`src/rtl/fetch_pkg.sv`:
```
// fetch_pkg
// Shared types and constants for the instruction prefetch unit.
//   fetch_state_e : fetch sequencer state (IDLE / REQ / DISCARD)
//   fetch_entry_t : one prefetch buffer entry, instruction word tagged with its PC
//   align_pc      : forces an address onto a word boundary
package fetch_pkg;

  localparam int INSTR_W = 32;
  localparam int ADDR_W  = 32;
  localparam logic [ADDR_W-1:0] PC_STEP = 32'd4;

  typedef enum logic [1:0] {
    IDLE    = 2'd0,
    REQ     = 2'd1,
    DISCARD = 2'd2
  } fetch_state_e;

  typedef struct packed {
    logic [ADDR_W-1:0]  pc;
    logic [INSTR_W-1:0] instr;
  } fetch_entry_t;

  function automatic logic [ADDR_W-1:0] align_pc(input logic [ADDR_W-1:0] pc);
    return {pc[ADDR_W-1:2], 2'b00};
  endfunction

endpackage

```
`src/rtl/fetch_fifo.sv`:
```
// fetch_fifo
// PC-tagged instruction buffer. Storage is registered; the head entry is read
// combinationally so the consumer sees it in the cycle after it was written.
//   clk        : clock, all state on rising edge
//   rst_b      : synchronous active-low reset
//   flush      : empties the buffer; wins over push and pop
//   push       : write push_entry at the tail
//   push_entry : entry to write
//   pop        : advance the head (caller only pops when count != 0)
//   head       : entry at the head of the buffer
//   count      : number of valid entries, 0..DEPTH
module fetch_fifo
  import fetch_pkg::*;
#(
  parameter  int DEPTH = 4,
  localparam int PTR_W = $clog2(DEPTH),
  localparam int CNT_W = $clog2(DEPTH + 1)
) (
  input  logic             clk,
  input  logic             rst_b,
  input  logic             flush,
  input  logic             push,
  input  fetch_entry_t     push_entry,
  input  logic             pop,
  output fetch_entry_t     head,
  output logic [CNT_W-1:0] count
);

  fetch_entry_t     mem_q [DEPTH];
  logic [PTR_W-1:0] rd_ptr;
  logic [PTR_W-1:0] wr_ptr;

  // Pointers are exactly PTR_W bits wide and DEPTH is a power of two, so the
  // natural overflow of the increment is the modulo-DEPTH wrap.
  always_ff @(posedge clk) begin
    if (!rst_b) begin
      rd_ptr <= '0;
      wr_ptr <= '0;
      count  <= '0;
    end else if (flush) begin
      rd_ptr <= '0;
      wr_ptr <= '0;
      count  <= '0;
    end else begin
      if (push) begin
        wr_ptr <= wr_ptr + 1'b1;
      end
      if (pop) begin
        rd_ptr <= rd_ptr + 1'b1;
      end
      if (push && !pop) begin
        count <= count + 1'b1;
      end else if (pop && !push) begin
        count <= count - 1'b1;
      end
    end
  end

  // Data storage carries no reset; count gates its visibility.
  always_ff @(posedge clk) begin
    if (push && !flush) begin
      mem_q[wr_ptr] <= push_entry;
    end
  end

  assign head = mem_q[rd_ptr];

endmodule

```
`src/rtl/instr_prefetch_unit.sv`:
```
// instr_prefetch_unit
// Fetch front end between the instruction memory port and the core. Keeps the
// fetch PC, issues one word request at a time, and buffers returned words in a
// PC-tagged FIFO drained by the core. A redirect flushes the buffer and squashes
// any fetch still in flight.
//   clk_i          : clock
//   rst_i          : synchronous active-low reset
//   mem_req_o      : fetch request, held until mem_ack_i
//   mem_addr_o     : fetch address, stable while mem_req_o is high
//   mem_ack_i      : response valid (may coincide with the first request cycle)
//   mem_data_i     : instruction word returned with mem_ack_i
//   redirect_i     : one-cycle taken-branch pulse from the core
//   redirect_pc_i  : new fetch target (low two bits ignored)
//   instr_valid_o  : buffer non-empty
//   instr_o        : head instruction
//   instr_pc_o     : PC of head instruction
//   instr_ready_i  : core consumes the head when instr_valid_o is high
//
// state   | meaning
// --------+-----------------------------------------------------------
// IDLE    | no request outstanding (buffer has no free slot, or reset)
// REQ     | request outstanding for a live address; ack is pushed
// DISCARD | request outstanding for a squashed address; ack is dropped
module instr_prefetch_unit
  import fetch_pkg::*;
#(
  parameter int          DEPTH    = 4,
  parameter logic [31:0] RESET_PC = 32'h0000_0000
) (
  input  logic        clk_i,
  input  logic        rst_i,
  output logic        mem_req_o,
  output logic [31:0] mem_addr_o,
  input  logic        mem_ack_i,
  input  logic [31:0] mem_data_i,
  input  logic        redirect_i,
  input  logic [31:0] redirect_pc_i,
  output logic        instr_valid_o,
  output logic [31:0] instr_o,
  output logic [31:0] instr_pc_o,
  input  logic        instr_ready_i
);

  localparam int CNT_W = $clog2(DEPTH + 1);
  localparam logic [CNT_W:0] DEPTH_CNT = (CNT_W + 1)'(DEPTH);

  fetch_state_e      state;
  fetch_state_e      state_next;
  logic [ADDR_W-1:0] fetch_pc;
  logic [ADDR_W-1:0] fetch_pc_next;
  logic [ADDR_W-1:0] req_addr;
  logic [ADDR_W-1:0] req_addr_next;
  logic [ADDR_W-1:0] redirect_target;
  logic [ADDR_W-1:0] fetch_pc_inc;

  logic [CNT_W-1:0]  count;
  logic [CNT_W:0]    count_next;
  logic              push;
  logic              pop;
  logic              slot_free;
  fetch_entry_t      push_entry;
  fetch_entry_t      head;

  assign redirect_target = align_pc(redirect_pc_i);
  assign fetch_pc_inc    = fetch_pc + PC_STEP;

  // A redirect drops both the arriving response and the consumer's pop.
  assign push = (state == REQ) && mem_ack_i && !redirect_i;
  assign pop  = instr_valid_o && instr_ready_i && !redirect_i;

  // Occupancy after this edge. A new request is only launched when this is
  // below DEPTH, so every outstanding request already owns a free slot and a
  // push into a full buffer can never happen.
  assign count_next = {1'b0, count} + {{CNT_W{1'b0}}, push} - {{CNT_W{1'b0}}, pop};
  assign slot_free  = (count_next < DEPTH_CNT);

  assign push_entry = '{pc: req_addr, instr: mem_data_i};

  fetch_fifo #(
    .DEPTH (DEPTH)
  ) u_fifo (
    .clk        (clk_i),
    .rst_b      (rst_i),
    .flush      (redirect_i),
    .push       (push),
    .push_entry (push_entry),
    .pop        (pop),
    .head       (head),
    .count      (count)
  );

  always_ff @(posedge clk_i) begin
    if (!rst_i) begin
      state    <= IDLE;
      fetch_pc <= RESET_PC;
      req_addr <= RESET_PC;
    end else begin
      state    <= state_next;
      fetch_pc <= fetch_pc_next;
      req_addr <= req_addr_next;
    end
  end

  always_comb begin
    state_next    = state;
    fetch_pc_next = fetch_pc;
    req_addr_next = req_addr;

    if (redirect_i) begin
      fetch_pc_next = redirect_target;
      unique case (state)
        IDLE: begin
          state_next    = REQ;
          req_addr_next = redirect_target;
        end
        REQ, DISCARD: begin
          // With no ack the memory still owes us a word for the old address;
          // keep presenting it and throw the answer away when it arrives.
          if (mem_ack_i) begin
            state_next    = REQ;
            req_addr_next = redirect_target;
          end else begin
            state_next = DISCARD;
          end
        end
        default: state_next = IDLE;
      endcase
    end else begin
      unique case (state)
        IDLE: begin
          if (slot_free) begin
            state_next    = REQ;
            req_addr_next = fetch_pc;
          end
        end
        REQ: begin
          if (mem_ack_i) begin
            fetch_pc_next = fetch_pc_inc;
            req_addr_next = fetch_pc_inc;
            state_next    = slot_free ? REQ : IDLE;
          end
        end
        DISCARD: begin
          // The buffer was flushed on entry and nothing is pushed here, so a
          // slot is always free for the restarted fetch.
          if (mem_ack_i) begin
            state_next    = REQ;
            req_addr_next = fetch_pc;
          end
        end
        default: state_next = IDLE;
      endcase
    end
  end

  assign mem_req_o     = (state != IDLE);
  assign mem_addr_o    = req_addr;
  assign instr_valid_o = (count != '0);
  assign instr_o       = head.instr;
  assign instr_pc_o    = head.pc;

endmodule

```
`config.mk`:
```
export PLATFORM = sky130hd
export DESIGN_NAME = instr_prefetch_unit
export DESIGN_NICKNAME = d
export VERILOG_FILES = /design/src/rtl/fetch_pkg.sv /design/src/rtl/fetch_fifo.sv /design/src/rtl/instr_prefetch_unit.sv
export SDC_FILE = /design/constraint.sdc
export NUM_CORES = 1
export LEC_CHECK = 0
export ABC_CLOCK_PERIOD_IN_PS = 3700
export BUFFER_PORTS_ARGS = -buffer_cell sky130_fd_sc_hd__clkbuf_2
export CORE_UTILIZATION = 58
export CTS_CLUSTER_SIZE = 10
export DETAILED_ROUTE_END_ITERATION = 10
export PLACE_DENSITY_LB_ADDON = 0.12
export SLEW_MARGIN = 15
export SYNTH_ARGS = -nofsm -noshare
export SYNTH_HDL_FRONTEND = slang
export SYNTH_SLANG_ARGS = --single-unit
```
`constraint.sdc`:
```
create_clock -name clk_i -period 3.7 [get_ports clk_i]
set_clock_uncertainty 0.15 [all_clocks]
set_input_delay 0.555 -clock clk_i [delete_from_list [all_inputs] [get_ports clk_i]]
set_output_delay 0.555 -clock clk_i [all_outputs]
set_load 0.02 [all_outputs]
```
==> impl_metrics.tcl, run 1 <==
set metrics [dict create \
    drt-wirelength-per-cell_um 19.3 \
    grt_pass1_vias 7598 \
    num_rows 54 \
    yosysTopAreaCellShare 0.569 \
    synth_xor_area_frac 0.0402 \
    endpoint "mem_addr_o[11]" \
    num_io_pins 167 \
    slowest_delay_ns 0.51 \
    hpwl_mm 15.8 \
    area_delta_synth_final_pct 17.0 \
    maxCapViolations 0 \
    grt_overflow 0 \
    crit_path_end_kind "flop" \
    grt_pass1_wl_mm 41.2 \
    synthTopCellsByArea "edfxtp_1, dfxtp_1, mux4_2, xor2_1, xnor2_1" \
    grt_max_degree 63 \
    ant_nets 0 \
    root_buffer "clkbuf_16" \
    synth_compound_area_frac 0.0521 \
    crit_buf_inv 2 \
    antenna_found_initial 0 \
    netlist_area_um2 13100 \
    cts.sink_count 319 \
    cp_top_family "simple AND/OR/NAND/NOR gates" \
    cts_buffer_depth 3 \
    synth.avg_cell_area_um2 15.3 \
    hold_viol 0 \
    layout_min_cycle_time_ns 3.24 \
    post_cts_buffers 0 \
    ir_drop_uv 402 \
    core_area_um2 22000 \
    yosys_warnings 0 \
    utilization 0.698 \
    synth_mux_area_frac 0.111 \
    leakagePower_nw 5.39 \
    hold_buffers 0 \
    drive_above_1_share 0.285 \
    synth_top_family_by_area "multiplexers" \
    max_slew_margin 0.360 \
    firstDrtPassIters 10 \
    finalNetCount 1104 \
    die-area_um2 23200 \
    cp_cell_sequence "inv_1, nand3_1, and3_1, ha_1, inv_1, ha_1, or4b_1, a31o_2, nand3_1, o21a_2, nand2_1, o21ai_0" \
    critPathLaunchType "flop" \
    initial_core_util 0.596 \
    fp.dieH_um 152 \
    worstPathMaxFanout 25 \
    finalNonFillerCells 1329 \
    worst-r2r-cell-count 12 \
    fin_tns_setup_ns 0 \
    holdWs_ns 0.120 \
    rsz0062_at_grt "no" \
    viasPerCell 5.71 \
    fmax_mhz 309 \
    wirelength_mm 25.7 \
    remaining_drc_errors 13 \
    htreeDepth 2 \
    slew_viol_final 0 \
    synth_cell_types 52 \
    yosys.area.top_type "edfxtp_1" \
    die_x_um 152 \
    async_flop_share 0 \
    vias 7586 \
    power.density_nw_per_um2 531 \
    crit_required_ns 3.97 \
    yosysMostFrequentCell "edfxtp_1" \
    r2r-end "mem_addr_o[11]" \
    yosysSeqAreaShare 0.678 \
    crit_slowest_cell "or4b_1" \
    clk_latency_ns 0.50 \
    critPathKind "flop to flop" \
    dominantRegCellSynth "edfxtp_1" \
    post_cts_resized 0 \
    worst_pin_slew_ns 0.960 \
    placed_area_um2 14200 \
    synthSimpleGateAreaFrac 0.0791 \
    yosys.area_share.adder 0.0149 \
    grt_use_total 0.231 \
    portBuffers 160 \
    cts_made_buffers 38 \
    r2r_start "u_fifo.count[2]" \
    dp_cells 1260 \
    ys_ff_latch 319 \
    whs_path_depth 1 \
    r2r_setup_slack_ns 0.46 \
    insertedDiodeCount 0 \
    outcome "finished with violations" \
    min_path_type "input port to flop" \
    gp_congestion 0.874 \
    yosys-top-cells-count "edfxtp_1, dfxtp_1, mux4_2" \
    setup.worst_path.start "u_fifo.count[2]" \
    cp_num_cells 12 \
    path_clk_slew_ns 0.06 \
    violations "design-rule violations" \
    fin_crit_sh 0.875 \
    drt_iter0_drc 588 \
    synth-edff-count 248 \
    arrival_ns 3.51 \
    setup-violations-final 0 \
    tritoncts "yes" \
    final_cell_area_um2 15300 \
    netlist_instances 854 \
]
## flip-flops by register name (all words and copies together), names as in the netlist, named ones only
| register | count |
|---|---|
| mem_addr_o | 30 |
| u_fifo.count | 3 |
| u_fifo.rd_ptr | 2 |
| u_fifo.wr_ptr | 2 |
| state | 2 |
| u_fifo.mem_q | 248 |
| fetch_pc | 30 |
## layout make-up
type,instances,area (µm²)
Clock buffer,67,1090
Clock inverter,2,17.5
Fill cell,1491,6640
Inverter,18,67.6
Multi-Input combinational cell,466,3910
Sequential cell,319,8880
Tap cell,280,350
Timing Repair Buffer,177,1000
## logic make-up after synthesis
kind of cell / Yosys count
adders and majority gates: 15
xor gates and xnor gates: 60
and+or+nand+nor: 207
DFF: 319
other: 1
muxes: 66
AOI/OAI and AO/OA: 114
buffers and inverters: 72
## how the worst min path moves through the flow
stage / endpoint / slack, ns / start
after floorplan: u_fifo.wr_ptr[1] / 0.32 / u_fifo.wr_ptr[1]
after global placement: u_fifo.wr_ptr[1] / 0.34 / u_fifo.wr_ptr[1]
after detailed placement: u_fifo.wr_ptr[1] / 0.36 / u_fifo.wr_ptr[1]
after CTS: u_fifo.mem_q[2][1] / 0.1 / mem_data_i[1]
after global routing: u_fifo.mem_q[1][10] / 0.10 / mem_data_i[10]
final: u_fifo.mem_q[0][1] / 0.12 / mem_data_i[1]
## layer usage
layer	GRT usage	wire [µm]
met4	0.0792	581
met1	0.320	11000
met3	0.0367	1330
met5	0	0
met2	0.375	12800
## report_power, final
part           switching, mW  total, mW  internal (mW)
registers              0.125       4.14           4.02
clock network           1.32       3.31           1.99
logic                  0.425      0.681          0.256
total                   1.87       8.14           6.26
## through the flow
step | setup WS [ns] | power, mW
floorplan | 0.291 | 4.64
global placement | 0.371 | 4.88
detailed placement | 0.345 | 4.90
CTS | 0.456 | 8.21
global route | 0.147 | 8.43
finish | 0.463 | 8.14
## cell usage in the layout, fill, tap and decap left out, drive strengths merged, types with 5 or more instances in the layout
| cell | Yosys | final |
|---|---|---|
| a211oi | 8 | 8 |
| a21boi | 8 | 8 |
| a21oi | 31 | 31 |
| and2 | 7 | 7 |
| and3 | 9 | 9 |
| buf | 27 | 17 |
| clkbuf | 27 | 227 |
| dfxtp | 71 | 71 |
| edfxtp | 248 | 248 |
| ha | 14 | 14 |
| inv | 18 | 20 |
| mux4 | 62 | 62 |
| nand2 | 61 | 61 |
| nand2b | 17 | 17 |
| nand3 | 33 | 33 |
| nand4 | 11 | 11 |
| nor2 | 35 | 35 |
| nor3 | 19 | 19 |
| o211ai | 5 | 5 |
| o21ai | 48 | 48 |
| xnor2 | 29 | 29 |
| xor2 | 31 | 31 |
No activity file was read; power rests on OpenSTA's default activity.
==> run 2: changes to the inputs <==
- ABC_AREA: not set -> 1
==> run 2 against run 1 <==
Effect of this change: the flow now finishes without violations; count of clock-buffer cells in the layout decreased by 7; register-to-register slack improved by 0.10 ns; combinational power increased by 28%; global-route usage increased by 3.9 points; total power increased by 2.9%; core utilization decreased by 1.3 points.
==> impl_metrics.tcl, run 2 <==
set metrics [dict create \
    outcome "completed" \
    ys_ff_latch 319 \
    initial_core_util 0.589 \
    yosysMostFrequentCell "nand2_1" \
    num_io_pins 167 \
    crit_path_end_kind "flop" \
    portBuffers 160 \
    min_path_type "input port to flop" \
    hpwl_mm 20.3 \
    netlist_instances 1398 \
    layout_min_cycle_time_ns 3.13 \
    drt_iter0_drc 792 \
    viasPerCell 5.58 \
    critPathLaunchType "flop" \
    drive_above_1_share 0.155 \
    top_register "u_fifo.mem_q" \
    yosys-top-cells-count "nand2_1, edfxtp_1, nor2_1" \
    drt-wirelength-per-cell_um 17.3 \
    crit_required_ns 3.95 \
    combinationalPowerShare 0.104 \
    yosysSeqAreaShare 0.643 \
    pwr-share-seq 0.499 \
    final_common_cell "nand2_1" \
    rsz0062_at_grt "no" \
    largest_reg_flops 248 \
    maxCapViolations 0 \
    async_flop_share 0 \
    wirelength_mm 32.6 \
    synth.avg_cell_area_um2 9.86 \
    insertedDiodeCount 0 \
    root_buffer "clkbuf_16" \
    synth-edff-count 248 \
    fillCellCount 1861 \
    yosys.area.top_type "edfxtp_1" \
    place_ws_ns 0.330 \
    yosysTopAreaCellShare 0.540 \
    die_x_um 156 \
    slew_viol_final 0 \
    switching_share 0.249 \
    power_frac_clock 0.396 \
    gp_congestion 0.949 \
    setup-violations-final 0 \
    dominantRegCellSynth "edfxtp_1" \
    layout_setup_ws_ns 0.567 \
    fp.dieH_um 156 \
    path_clk_slew_ns 0.06 \
    worst_pin_slew_ns 0.703 \
    grt_pass1_vias 10107 \
    max_slew_margin 0.530 \
    p_int_mw 6.29 \
    fin_crit_sh 0.847 \
    grt_pass1_wl_mm 51.1 \
    leakagePower_nw 6.13 \
    p_total_mw 8.37 \
    vias 10538 \
    cts_made_buffers 38 \
    grt_max_degree 125 \
    clk_latency_ns 0.51 \
    cts_buffer_depth 3 \
    fmax_mhz 319 \
    synthTopCellsByArea "edfxtp_1, dfxtp_1, nand2_1, nor2_1, o21ai_0" \
    antenna_found_initial 0 \
    worstPathMaxFanout 38 \
    hold_viol 0 \
    arrival_ns 3.38 \
    synth_cell_types 37 \
    firstDrtPassIters 5 \
    num_rows 56 \
    core_area_um2 23400 \
    die-area_um2 24400 \
    ir_drop_uv 359 \
    critPathKind "flop to flop" \
    ant_nets 0 \
    remaining_drc_errors 0 \
    post_cts_buffers 0 \
    htreeDepth 2 \
    yosys_warnings 0 \
    most-common-layout-cells "nand2_1, edfxtp_1, nor2_1" \
    netlist_area_um2 13800 \
    power.density_nw_per_um2 523 \
    grt_overflow 0 \
    area_delta_synth_final_pct 16.2 \
    r2r_setup_slack_ns 0.57 \
    tritoncts "yes" \
    fin_tns_setup_ns 0 \
    switchingPower_mw 2.09 \
    post_cts_resized 0 \
    cts.sink_count 319 \
    hold_buffers 0 \
    grt_use_total 0.269 \
    finalNetCount 1631 \
]
[run 2: cell count changes after synthesis, moves of 17 or more]
cell,previous run,this run
o22ai_1,0,62
a21oi_1,31,62
o21ai_0,46,152
nand3_1,33,54
nand2b_1,17,0
inv_1,18,85
clkbuf_1,27,60
xnor2_1,29,3
mux4_2,62,0
nand2_1,61,265
nor2_1,35,248
xor2_1,31,4
[run 2: cell type report]
cell class | instances | area (µm²) | area share
Clock buffer | 60 | 1060 | 0.0665
Clock inverter | 3 | 40.0 | 0.00250
Inverter | 86 | 324 | 0.0202
Multi-Input combinational cell | 918 | 4300 | 0.268
Sequential cell | 319 | 8870 | 0.554
Tap cell | 319 | 399 | 0.0249
Timing Repair Buffer | 184 | 1020 | 0.0636
[run 2: cell families after synthesis]
kind of cell    Yosys count  share of synthesized area
compound gates          308                      0.122
xor+xnor                  7                    0.00445
fa+ha+maj                15                     0.0142
buf+inv                 164                     0.0478
flops                   319                      0.643
other cells               1                   0.000272
simple gates            584                      0.168
[run 2: final timing paths]
path | startpoint | to | depth (start not counted)
setup / recovery | u_fifo.count[1] | mem_addr_o[26] | 20
setup reg to reg | u_fifo.count[1] | mem_addr_o[26] | 20
hold reg to reg | u_fifo.rd_ptr[1] | flop | 2
hold / removal | mem_data_i[11] | u_fifo.mem_q[1][11] | 1
[run 2: per-stage QoR]
step | instances | cell area (µm²) | utilization | hold WS, ns
after floorplan | 1401 | 13800 | - | 0.286
after global placement | 1826 | 14900 | 0.637 | 0.294
after detailed placement | 1826 | 14900 | 0.637 | 0.310
after CTS | 1889 | 16000 | 0.684 | 0.0892
after global routing | 1889 | 16000 | 0.684 | 0.0986
final | 1889 | 16000 | 0.684 | 0.110
[run 2: worst max-delay path: stages (launching register included)]
cell and delay (ns):
dfxtp_1 0.40, nor3_1 0.08, inv_1 0.09, nand3_1 0.11, inv_1 0.15, ha_1 0.16, inv_1 0.04, ha_1 0.26
inv_1 0.03, nor2_1 0.10, nand2_2 0.07, nand2_1 0.07, nand2_1 0.05, nand2_1 0.09, nand2_1 0.05, nand2_1 0.09
nand2_4 0.18, nand2_2 0.58, nand2_1 0.12, nand2_1 0.09, nor2_1 0.04
[run 2: metal layers]
metal,track usage,share of wire
met1,0.339,0.41
met3,0.0467,0.069
met4,0.101,0.030
met2,0.466,0.49
met5,0,0
[run 2: power groups by stage]
stage | logic [mW] | clock network (mW) | registers, mW
floorplan | 0.530 | 0 | 4.27
global placement | 0.851 | 0 | 4.25
detailed placement | 0.868 | 0 | 4.25
CTS | 0.873 | 3.38 | 4.18
global route | 0.967 | 3.52 | 4.20
finish | 0.873 | 3.32 | 4.18
